<file path="config.mk">
export PLATFORM = sky130hd
export DESIGN_NAME = uart_tx_param
export DESIGN_NICKNAME = d
export VERILOG_FILES = /design/src/rtl/uart_pkg.sv /design/src/rtl/uart_tx_fifo.sv /design/src/rtl/uart_tx_param.sv
export SDC_FILE = /design/constraint.sdc
export NUM_CORES = 1
export LEC_CHECK = 0
export BUFFER_PORTS_ARGS = -buffer_cell sky130_fd_sc_hd__buf_2
export CORE_MARGIN = 3
export CORE_UTILIZATION = 40
export CTS_CLUSTER_SIZE = 12
export DETAILED_ROUTE_END_ITERATION = 16
export PLACE_DENSITY_LB_ADDON = 0.2
export SLEW_MARGIN = 15
export SYNTH_ARGS = -nofsm -noshare
export SYNTH_HDL_FRONTEND = slang
export SYNTH_SLANG_ARGS = --single-unit
</file>
<file path="constraint.sdc">
create_clock -name clk -period 2.87 [get_ports clk]
set_input_delay 0.574 -clock clk [delete_from_list [all_inputs] [get_ports clk]]
set_output_delay 0.574 -clock clk [all_outputs]
set_load 0.005 [all_outputs]
</file>
<file path="src/rtl/uart_pkg.sv">
// uart_pkg: shared UART FSM state encoding, parity codes and default bit period
package uart_pkg;
  localparam int CLKS_PER_BIT_DEFAULT = 10416;
  localparam int PARITY_NONE = 0;
  localparam int PARITY_ODD  = 1;
  localparam int PARITY_EVEN = 2;
  typedef enum logic [2:0] {IDLE, START, DATA, PAR, STOP, BREAK} uart_state_t;
endpackage

</file>
<file path="src/rtl/uart_tx_fifo.sv">
// uart_tx_fifo: synchronous FIFO with full/empty flags and a dropped-write pulse
module uart_tx_fifo #(
  parameter int WIDTH = 8,
  parameter int DEPTH = 4
) (
  input  logic             clk,
  input  logic             reset,
  input  logic             wr_en,
  input  logic [WIDTH-1:0] wr_data,
  input  logic             rd_en,
  output logic [WIDTH-1:0] rd_data,
  output logic             full,
  output logic             empty,
  output logic             overflow
);
  localparam int AW = $clog2(DEPTH);
  logic [WIDTH-1:0] mem [DEPTH];
  logic [AW-1:0] wr_ptr, rd_ptr;
  logic [AW:0] count;
  logic push, pop;
  assign full = count == (AW+1)'(DEPTH);
  assign empty = count == '0;
  assign pop = rd_en && !empty;
  assign push = wr_en && (!full || pop);
  assign rd_data = mem[rd_ptr];
  // storage array, written only on an accepted push
  always_ff @(posedge clk)
    if (push) mem[wr_ptr] <= wr_data;
  // pointers wrap naturally; a write refused while full raises overflow for one cycle
  always_ff @(posedge clk or posedge reset)
    if (reset) begin
      wr_ptr   <= '0;
      rd_ptr   <= '0;
      count    <= '0;
      overflow <= 1'b0;
    end else begin
      wr_ptr   <= wr_ptr + AW'(push);
      rd_ptr   <= rd_ptr + AW'(pop);
      count    <= count + (AW+1)'(push) - (AW+1)'(pop);
      overflow <= wr_en && !push;
    end
endmodule

</file>
<file path="src/rtl/uart_tx_param.sv">
// uart_tx_param: queued UART transmitter with configurable framing; UART_TX_BREAK_EN adds a brk input
module uart_tx_param
  import uart_pkg::*;
#(
  parameter int CLKS_PER_BIT = CLKS_PER_BIT_DEFAULT,
  parameter int DATA_BITS    = 8,
  parameter int PARITY       = PARITY_NONE,
  parameter int STOP_BITS    = 1,
  parameter int FIFO_DEPTH   = 4
) (
  input  logic       clk,
  input  logic       reset,
  input  logic       wr_en,
  input  logic [7:0] wr_data,
`ifdef UART_TX_BREAK_EN
  input  logic       brk,
`endif
  output logic       tx,
  output logic       busy,
  output logic       full,
  output logic       empty,
  output logic       overflow
);
  localparam int CW = $clog2(CLKS_PER_BIT);
  localparam logic [CW-1:0] CNT_LAST = CW'(CLKS_PER_BIT - 1);
  localparam logic [2:0] DATA_LAST = 3'(DATA_BITS - 1);
  localparam logic [2:0] STOP_LAST = 3'(STOP_BITS - 1);
  localparam logic [7:0] MASK = 8'((1 << DATA_BITS) - 1);
  uart_state_t state;
  logic [CW-1:0] cnt;
  logic [2:0] idx;
  logic [7:0] sh, head;
  logic par_bit, head_par, has_data, pop, bit_end;
  uart_tx_fifo #(.WIDTH(8), .DEPTH(FIFO_DEPTH)) u_fifo (
    .clk(clk), .reset(reset), .wr_en(wr_en), .wr_data(wr_data), .rd_en(pop),
    .rd_data(head), .full(full), .empty(empty), .overflow(overflow)
  );
  assign bit_end = cnt == CNT_LAST;
  assign head_par = (PARITY == PARITY_ODD) ? ~^(head & MASK) : ^(head & MASK);
`ifdef UART_TX_BREAK_EN
  assign pop = (state == IDLE && has_data && !empty && !brk) ||
               (state == STOP && bit_end && idx == STOP_LAST && !empty);
`else
  assign pop = (state == IDLE && has_data && !empty) ||
               (state == STOP && bit_end && idx == STOP_LAST && !empty);
`endif
  assign busy = state != IDLE || !empty;
  // frame sequencer; has_data delays the idle pickup by one cycle so a fresh write leaves tx high for one extra edge
  always_ff @(posedge clk or posedge reset)
    if (reset) begin
      state    <= IDLE;
      tx       <= 1'b1;
      cnt      <= '0;
      idx      <= '0;
      sh       <= '0;
      par_bit  <= 1'b0;
      has_data <= 1'b0;
    end else begin
      has_data <= !empty;
      cnt      <= bit_end ? '0 : cnt + 1'b1;
      case (state)
        IDLE: begin
          tx  <= 1'b1;
          cnt <= '0;
          idx <= '0;
`ifdef UART_TX_BREAK_EN
          if (brk) begin
            state <= BREAK;
            tx    <= 1'b0;
          end else
`endif
          if (pop) begin
            state   <= START;
            tx      <= 1'b0;
            sh      <= head;
            par_bit <= head_par;
          end
        end
        START: if (bit_end) begin
          state <= DATA;
          tx    <= sh[0];
          idx   <= '0;
        end
        DATA: if (bit_end) begin
          if (idx == DATA_LAST) begin
            state <= (PARITY != PARITY_NONE) ? PAR : STOP;
            tx    <= (PARITY != PARITY_NONE) ? par_bit : 1'b1;
            idx   <= '0;
          end else begin
            sh  <= sh >> 1;
            tx  <= sh[1];
            idx <= idx + 1'b1;
          end
        end
        PAR: if (bit_end) begin
          state <= STOP;
          tx    <= 1'b1;
        end
        STOP: if (bit_end) begin
          if (idx != STOP_LAST) idx <= idx + 1'b1;
          else if (pop) begin
            state   <= START;
            tx      <= 1'b0;
            sh      <= head;
            par_bit <= head_par;
            idx     <= '0;
          end else state <= IDLE;
        end
`ifdef UART_TX_BREAK_EN
        BREAK: if (brk) begin
          tx  <= 1'b0;
          cnt <= '0;
        end else begin
          tx <= 1'b1;
          if (bit_end) state <= IDLE;
        end
`endif
        default: begin
          state <= IDLE;
          tx    <= 1'b1;
        end
      endcase
    end
endmodule
</file>
After elaboration in Yosys (flattened, before gate mapping)

Memories as Yosys holds them, arrays and structs flattened.
Index checks and enable logic that the tools add are counted.

Register bits: 38
Bits in latches: 0
Bits in writable memories: 32
Bits in read-only memories: 0
Output and inout port bits: 5
Logic and storage cells: 94
Memories: 1

Memory list:

| name       | words | bits a word | rd ports | clocked after Yosys merged registers in | write ports | line               | source |
|---|---|---|---|---|---|---|---|
| u_fifo.mem | 4     | 8           | 1        | 0                                       | 1           | uart_tx_fifo.sv:17 | `logic [WIDTH-1:0] mem [DEPTH];` |

Add/sub/neg operators: 6
$mul: 0
Divide/modulo/power cells: 0
Order comparisons: 0
Equal/unequal tests: 17
Shift operators: 0
Multiplexer cells: 35
Bitwise operators: 0
Reduce and logical (&&, ||, !) cells: 25

Operator list:

| operator                                                                 | number |
|---|---|
| 8-bit 2-to-1 mux                                                         | 5 |
| 3-bit 2-to-1 mux                                                         | 13 |
| 14-bit 2-to-1 mux                                                        | 2 |
| 8-bit one-hot mux with 3 select lines                                    | 1 |
| 3-bit one-hot mux with 5 select lines                                    | 1 |
| 14-bit by 1-bit adder with 14-bit output (second input constant)         | 1 |
| 14-bit == test (second input constant)                                   | 1 |
| 2-bit inequality test (second input constant)                            | 7 |
| 3-bit one-hot mux with 4 select lines                                    | 1 |
| 1-bit 2-to-1 mux                                                         | 11 |
| 5-bit AND reduction                                                      | 2 |
| 3-bit == test (second input constant)                                    | 3 |
| 3-bit logical NOT                                                        | 3 |
| 3-bit nonzero test                                                       | 3 |
| 1-bit logical AND                                                        | 8 |
| 7-bit AND reduction                                                      | 1 |
| 3-bit by 2-bit == test with 1-bit output (second input constant)         | 2 |
| 6-bit AND reduction                                                      | 1 |
| 1-bit one-hot mux with 5 select lines                                    | 1 |
| 2-bit by 1-bit adder with 2-bit output                                   | 2 |
| 2-bit by 1-bit inequality test with 1-bit output (second input constant) | 2 |
| 4-bit nonzero test                                                       | 1 |
| 3-bit by 1-bit adder with 3-bit output                                   | 1 |
| 3-bit by 1-bit adder with 3-bit output (second input constant)           | 1 |
| 5 further kinds                                                          | 9 |

Depth between registers and ports, before layout

Word-level depth: 10
Gate-level depth with buffers: 13
Depth with buffers taken out: 13

Modules after synthesis

Synthesis repeated with hierarchy kept, for this count alone.

Cell total of the unflattened synthesis: 236
Area total of the unflattened synthesis: 3,313.2 µm²

Modules (own cells, without submodules):

| module        | times used | cells each | area an instance (µm²) |
|---|---|---|---|
| uart_tx_param | 1          | 158        | 1,701.6 |
| uart_tx_fifo  | 1          | 78         | 1,611.5 |

Least setup slack after synthesis

Ideal clock, no wire load.

Kind: reg-to-reg
Start point: reg cnt[4]
End point: reg u_fifo.count[2]
Library setup time: 0.123 ns
Data arrival time: 3.045 ns
Required time: 2.747 ns
Slack: -0.298 ns
Stages on the path, launching flop included: 13
Clock period less this slack: 3.168 ns
Path through: dfrtp_1 -> or4b_1 -> or4_4 -> buf_6 -> o21a_1 -> nor2_1 -> ha_1 -> inv_1 -> ha_1 -> inv_1 -> fa_1 -> xnor2_1 -> xnor2_1

Longest elaborated chain between the ends: 10

Ends and longest elaborated chain:

| what                                          | line                | source |
|---|---|---|
| start, declared                               | uart_tx_param.sv:30 | `logic [CW-1:0] cnt;` |
| start signal, assigned                        | uart_tx_param.sv:60 | `cnt <= bit_end ? '0 : cnt + 1'b1;` |
| 14-bit == test *                              | uart_tx_param.sv:38 | `assign bit_end = cnt == CNT_LAST;` |
| 1-bit logical AND * (3 in series)             | uart_tx_param.sv:45 | `(state == STOP && bit_end && idx == STOP_LAST && !empty);` |
| 1-bit logical OR *                            | uart_tx_param.sv:44 | `assign pop = (state == IDLE && has_data && !empty) \|\|` |
| 1-bit logical AND *                           | uart_tx_fifo.sv:23  | `assign pop = rd_en && !empty;` |
| 1-bit logical OR                              | uart_tx_fifo.sv:24  | `assign push = wr_en && (!full \|\| pop);` |
| 1-bit logical AND                             | uart_tx_fifo.sv:24  |  |
| 3-bit by 1-bit adder with 3-bit output        | uart_tx_fifo.sv:39  | `count <= count + (AW+1)'(push) - (AW+1)'(pop);` |
| 3-bit by 1-bit subtractor with 3-bit output * | uart_tx_fifo.sv:39  |  |
| end signal, assigned                          | uart_tx_fifo.sv:39  |  |
| end, declared                                 | uart_tx_fifo.sv:19  | `logic [AW:0] count;` |

Mark *: on every way between the ends. The rest lies on a longest branch, timed or not.
A chain may end at the register's enable or synchronous reset.

Worst setup path in the final report

Start point: reg cnt[8]
End point: reg u_fifo.count[2]

Same word-level chain as after synthesis.

==> reports/results.tsv <==
stage	metric	value	unit
route	DRC Markers	0	
power_and_ir_drop	Net Sw Frac	29.4	%
layout	FF+latch area	1910	µm²
critical_path	CP endpoint kind	register	
floorplanning	chip height	95.6	µm
power_and_ir_drop	P_sw	1.05	mW
route	vias	1882	
job	Max-cap violations	0	
critical_path	Top Family by Delay on Critical Path	simple AND/OR/NAND/NOR gates	
clocking	CTS tree	built	
clocking	CTS sink cnt	70	
critical_path	Critical Path RT	3.09	ns
critical_path	reg2reg setup slack	0.03	ns
timing	minimum hold slack	0.338	ns
power_and_ir_drop	Leakage	1.63	nW
logic_synthesis	post-synth cell types	50	
placement	I/O Buffers	15	
route	1st-iter DRT viols	63	
floorplanning	Total Die Area	9140	µm²
critical_path	crit start category	register	
logic_synthesis	Seq/Total Area, Yosys	59.5	%
run_status	status	finished clean	
route	total wire length	5620	µm
power_and_ir_drop	Reg power frac	43.1	%
timing	setup ws final	0.0322	ns
placement	routability cong.	0.725	
critical_path	CP cell instances	or4b_1, or4_4, o21a_1, buf_4, a21bo_2, inv_1, ha_1, inv_2, fa_2, xnor2_2, xnor2_1	
placement	placed cell area	3570	µm²
layout	Cell Count, Final, Fillers Out	384	
clocking	cts-stage hold buffer count	0	
timing	Setup Total Neg Slack	0	ns
logic_synthesis	flop and latch count out of synthesis	70	
power_and_ir_drop	Peak VDD IR	0.000541	V
critical_path	critical path class	register to register	
floorplanning	Site Rows	32	
timing	Slew Limit Fails	0	
layout	fraction of final layout cells sized beyond drive strength 1	34.0	%
timing	crit path time final	2.84	ns
power_and_ir_drop	Pwr Total	3.56	mW
logic_synthesis	yosys warns	0	
clocking	TritonCTS buffer count	9	
layout	cell area after layout	3820	µm²
floorplanning	width of the die	95.6	µm
timing	worst-margin pin slew	0.542	ns
timing	FMAX	352	MHz
placement	placed insts	367	
layout	Nets	297	
timing	final hold violation count	0	
global_route	largest net degree at the start of global routing	39	
global_route	total track usage	13.5	%
power_and_ir_drop	PwrDens	933	nW/µm²
power_and_ir_drop	Clk pwr share	27.0	%
global_route	antenna violations before repair	0	
floorplanning	Placeable Area	7770	µm²
logic_synthesis	Post-synth EDFFs	32	
global_route	grt ovf	0	
placement	post-DP HPWL	3790	µm
route	Antenna Nets Post-Route	0	
placement	pre-CTS WS	0.00181	ns
timing	unrepaired setup endpoints after global routing	yes	
global_route	first-pass GRT wire length	9030	µm
logic_synthesis	post-synthesis instance total	233	
timing	Fin Clk Skew	0.00861	ns
clocking	Max clock buf depth	2	
route	Pre-Repair DR Iteration Count	4	
layout	Fill cells	719	
clocking	Root Driver	clkbuf_8	
critical_path	critical path's largest stage delay	0.51	ns
layout	Area growth, synth to finish	18.9	%
logic_synthesis	ys flop type	dfrtp_1	
floorplanning	initial core utilization	41.4	%
critical_path	crit path max-delay cell type	or4b_1	
timing	Max transition margin	63.6	%
route	DR WL/cell	14.6	µm
route	via/cell ratio	4.90	
critical_path	crit path DAT	3.06	ns
layout	Inserted Diodes	0	
logic_synthesis	Netlist Area Pre-Place	3210	µm²
worst_hold_path	worst min-delay path category	input pin to async pin	
floorplanning	io pins	16	
logic_synthesis	Avg Inst Size Synth	13.8	µm²
critical_path	WP buf/inv	3	
power_and_ir_drop	combinational power share	29.9	%
clocking	Clock Latency Late Sink	0.33	ns
logic_synthesis	post-synthesis async set-or-reset flop share	54.3	%
clocking	Reg clk slew, reported paths	0.08	ns
critical_path	Max FO, Critical Path	2	
timing	final period utilization	98.9	%
power_and_ir_drop	Internal	2.52	mW
clocking	H-tree depth	3	
logic_synthesis	syn nets	253	
layout	final core occ	49.2	%
global_route	vias in the first global route	1786	
layout	area of the multi-input gates	1220	µm²
timing	Final Setup Violations	0	
==> final cells by class <==
cell class	instances	share of cell area, %
sequential	70	50.1
clock inverter	7	3.14
tap	102	3.34
multi-input combinational	142	31.8
timing repair buffer	41	7.08
inverter	13	1.28
clock buffer	9	3.24
==> cell usage in the layout, fill, tap and decap left out, types with 2 or more instances in the layout <==
cell,instances
xor2_1,10
or3_1,2
inv_6,2
edfxtp_1,32
ha_1,8
buf_2,15
dfrtp_1,37
mux2_2,7
nor3b_2,2
nand2b_1,2
nor3b_1,2
nor2b_1,2
nand4_1,5
nor2_1,24
xnor2_1,4
buf_4,26
o22ai_1,2
o21ai_0,6
and3_1,2
clkbuf_8,9
inv_1,12
mux4_2,8
nor3_1,4
bufinv_16,3
nand2_1,9
nand3_1,4
mux2i_1,3
a21oi_1,6
mux2_4,7
==> power by group through the flow <==
stage | clock network (mW) | registers [mW] | logic [mW]
3_5_place_dp | 0 | 1.56 | 1.08
5_1_grt | 1.03 | 1.57 | 1.20
3_3_place_gp | 0 | 1.55 | 1.06
2_1_floorplan | 0 | 1.47 | 0.851
6_report | 0.963 | 1.54 | 1.06
4_1_cts | 0.992 | 1.54 | 1.09
==> metal layers <==
metal	vias up	track usage [%]	wire length, µm
li1	936	-	-
met4	0	7.11	104
met1	926	18.8	2750
met5	-	0	0
met3	7	2.92	120
met2	13	19.7	2650
==> Yosys cell counts, types with 6 or more instances <==
master    count  area [µm²]
nand2_1       9        33.8
mux2_4        7         105
mux2_2        7        78.8
ha_1          8         100
dfrtp_1      37         926
edfxtp_1     32         961
xor2_1       10        87.6
mux4_2        8         180
o21ai_0       6        30.0
nor2_1       25        93.8
inv_1        13        48.8
a21oi_1       6        30.0
==> worst register-to-register path, stage by stage, from the launching register on <==
cell,delay (ns)
dfrtp_1,0.38
or4b_1,0.51
or4_4,0.43
o21a_1,0.20
buf_4,0.13
a21bo_2,0.19
inv_1,0.07
ha_1,0.15
inv_2,0.04
fa_2,0.36
xnor2_2,0.14
xnor2_1,0.12
==> worst paths after layout <==
| check | startpoint | to | cells after the start |
|---|---|---|---|
| worst max-delay path | cnt[8] | u_fifo.count[2] | 11 |
| worst min-delay path | reset | idx[2] | 3 |
| worst max register to register | cnt[8] | u_fifo.count[2] | 11 |
| worst min register to register | cnt[0] | cnt[0] | 1 |
| max in group asynchronous | reset | tx | 3 |
| min in group clk | wr_data[2] | u_fifo.mem[2][2] | 1 |
==> kinds of logic after synthesis <==
| family | Yosys count | share of synthesized area, % |
|---|---|---|
| and+or+nand+nor | 70 | 12.1 |
| muxes | 26 | 12.6 |
| buffers and inverters | 21 | 3.08 |
| DFF | 70 | 59.5 |
| adders and majority gates | 9 | 3.74 |
| AOI/OAI and AO/OA | 22 | 4.83 |
| xor gates and xnor gates | 15 | 4.09 |
==> what timing repair did <==
item,in CTS,in global routing
endpoints found under the setup margin,1,1
pin swaps,1,2
gates resized for setup,0,1
buffers inserted,0,1
==> registers in the layout (all words and copies together) (netlist names) <==
| name | flops |
|---|---|
| u_fifo.overflow | 1 |
| idx | 3 |
| u_fifo.wr_ptr | 2 |
| u_fifo.rd_ptr | 2 |
| has_data | 1 |
| sh | 8 |
| tx | 1 |
| state | 3 |
| u_fifo.count | 3 |
| u_fifo.mem | 32 |
| cnt | 14 |
No activity file was read; power rests on OpenSTA's default activity.
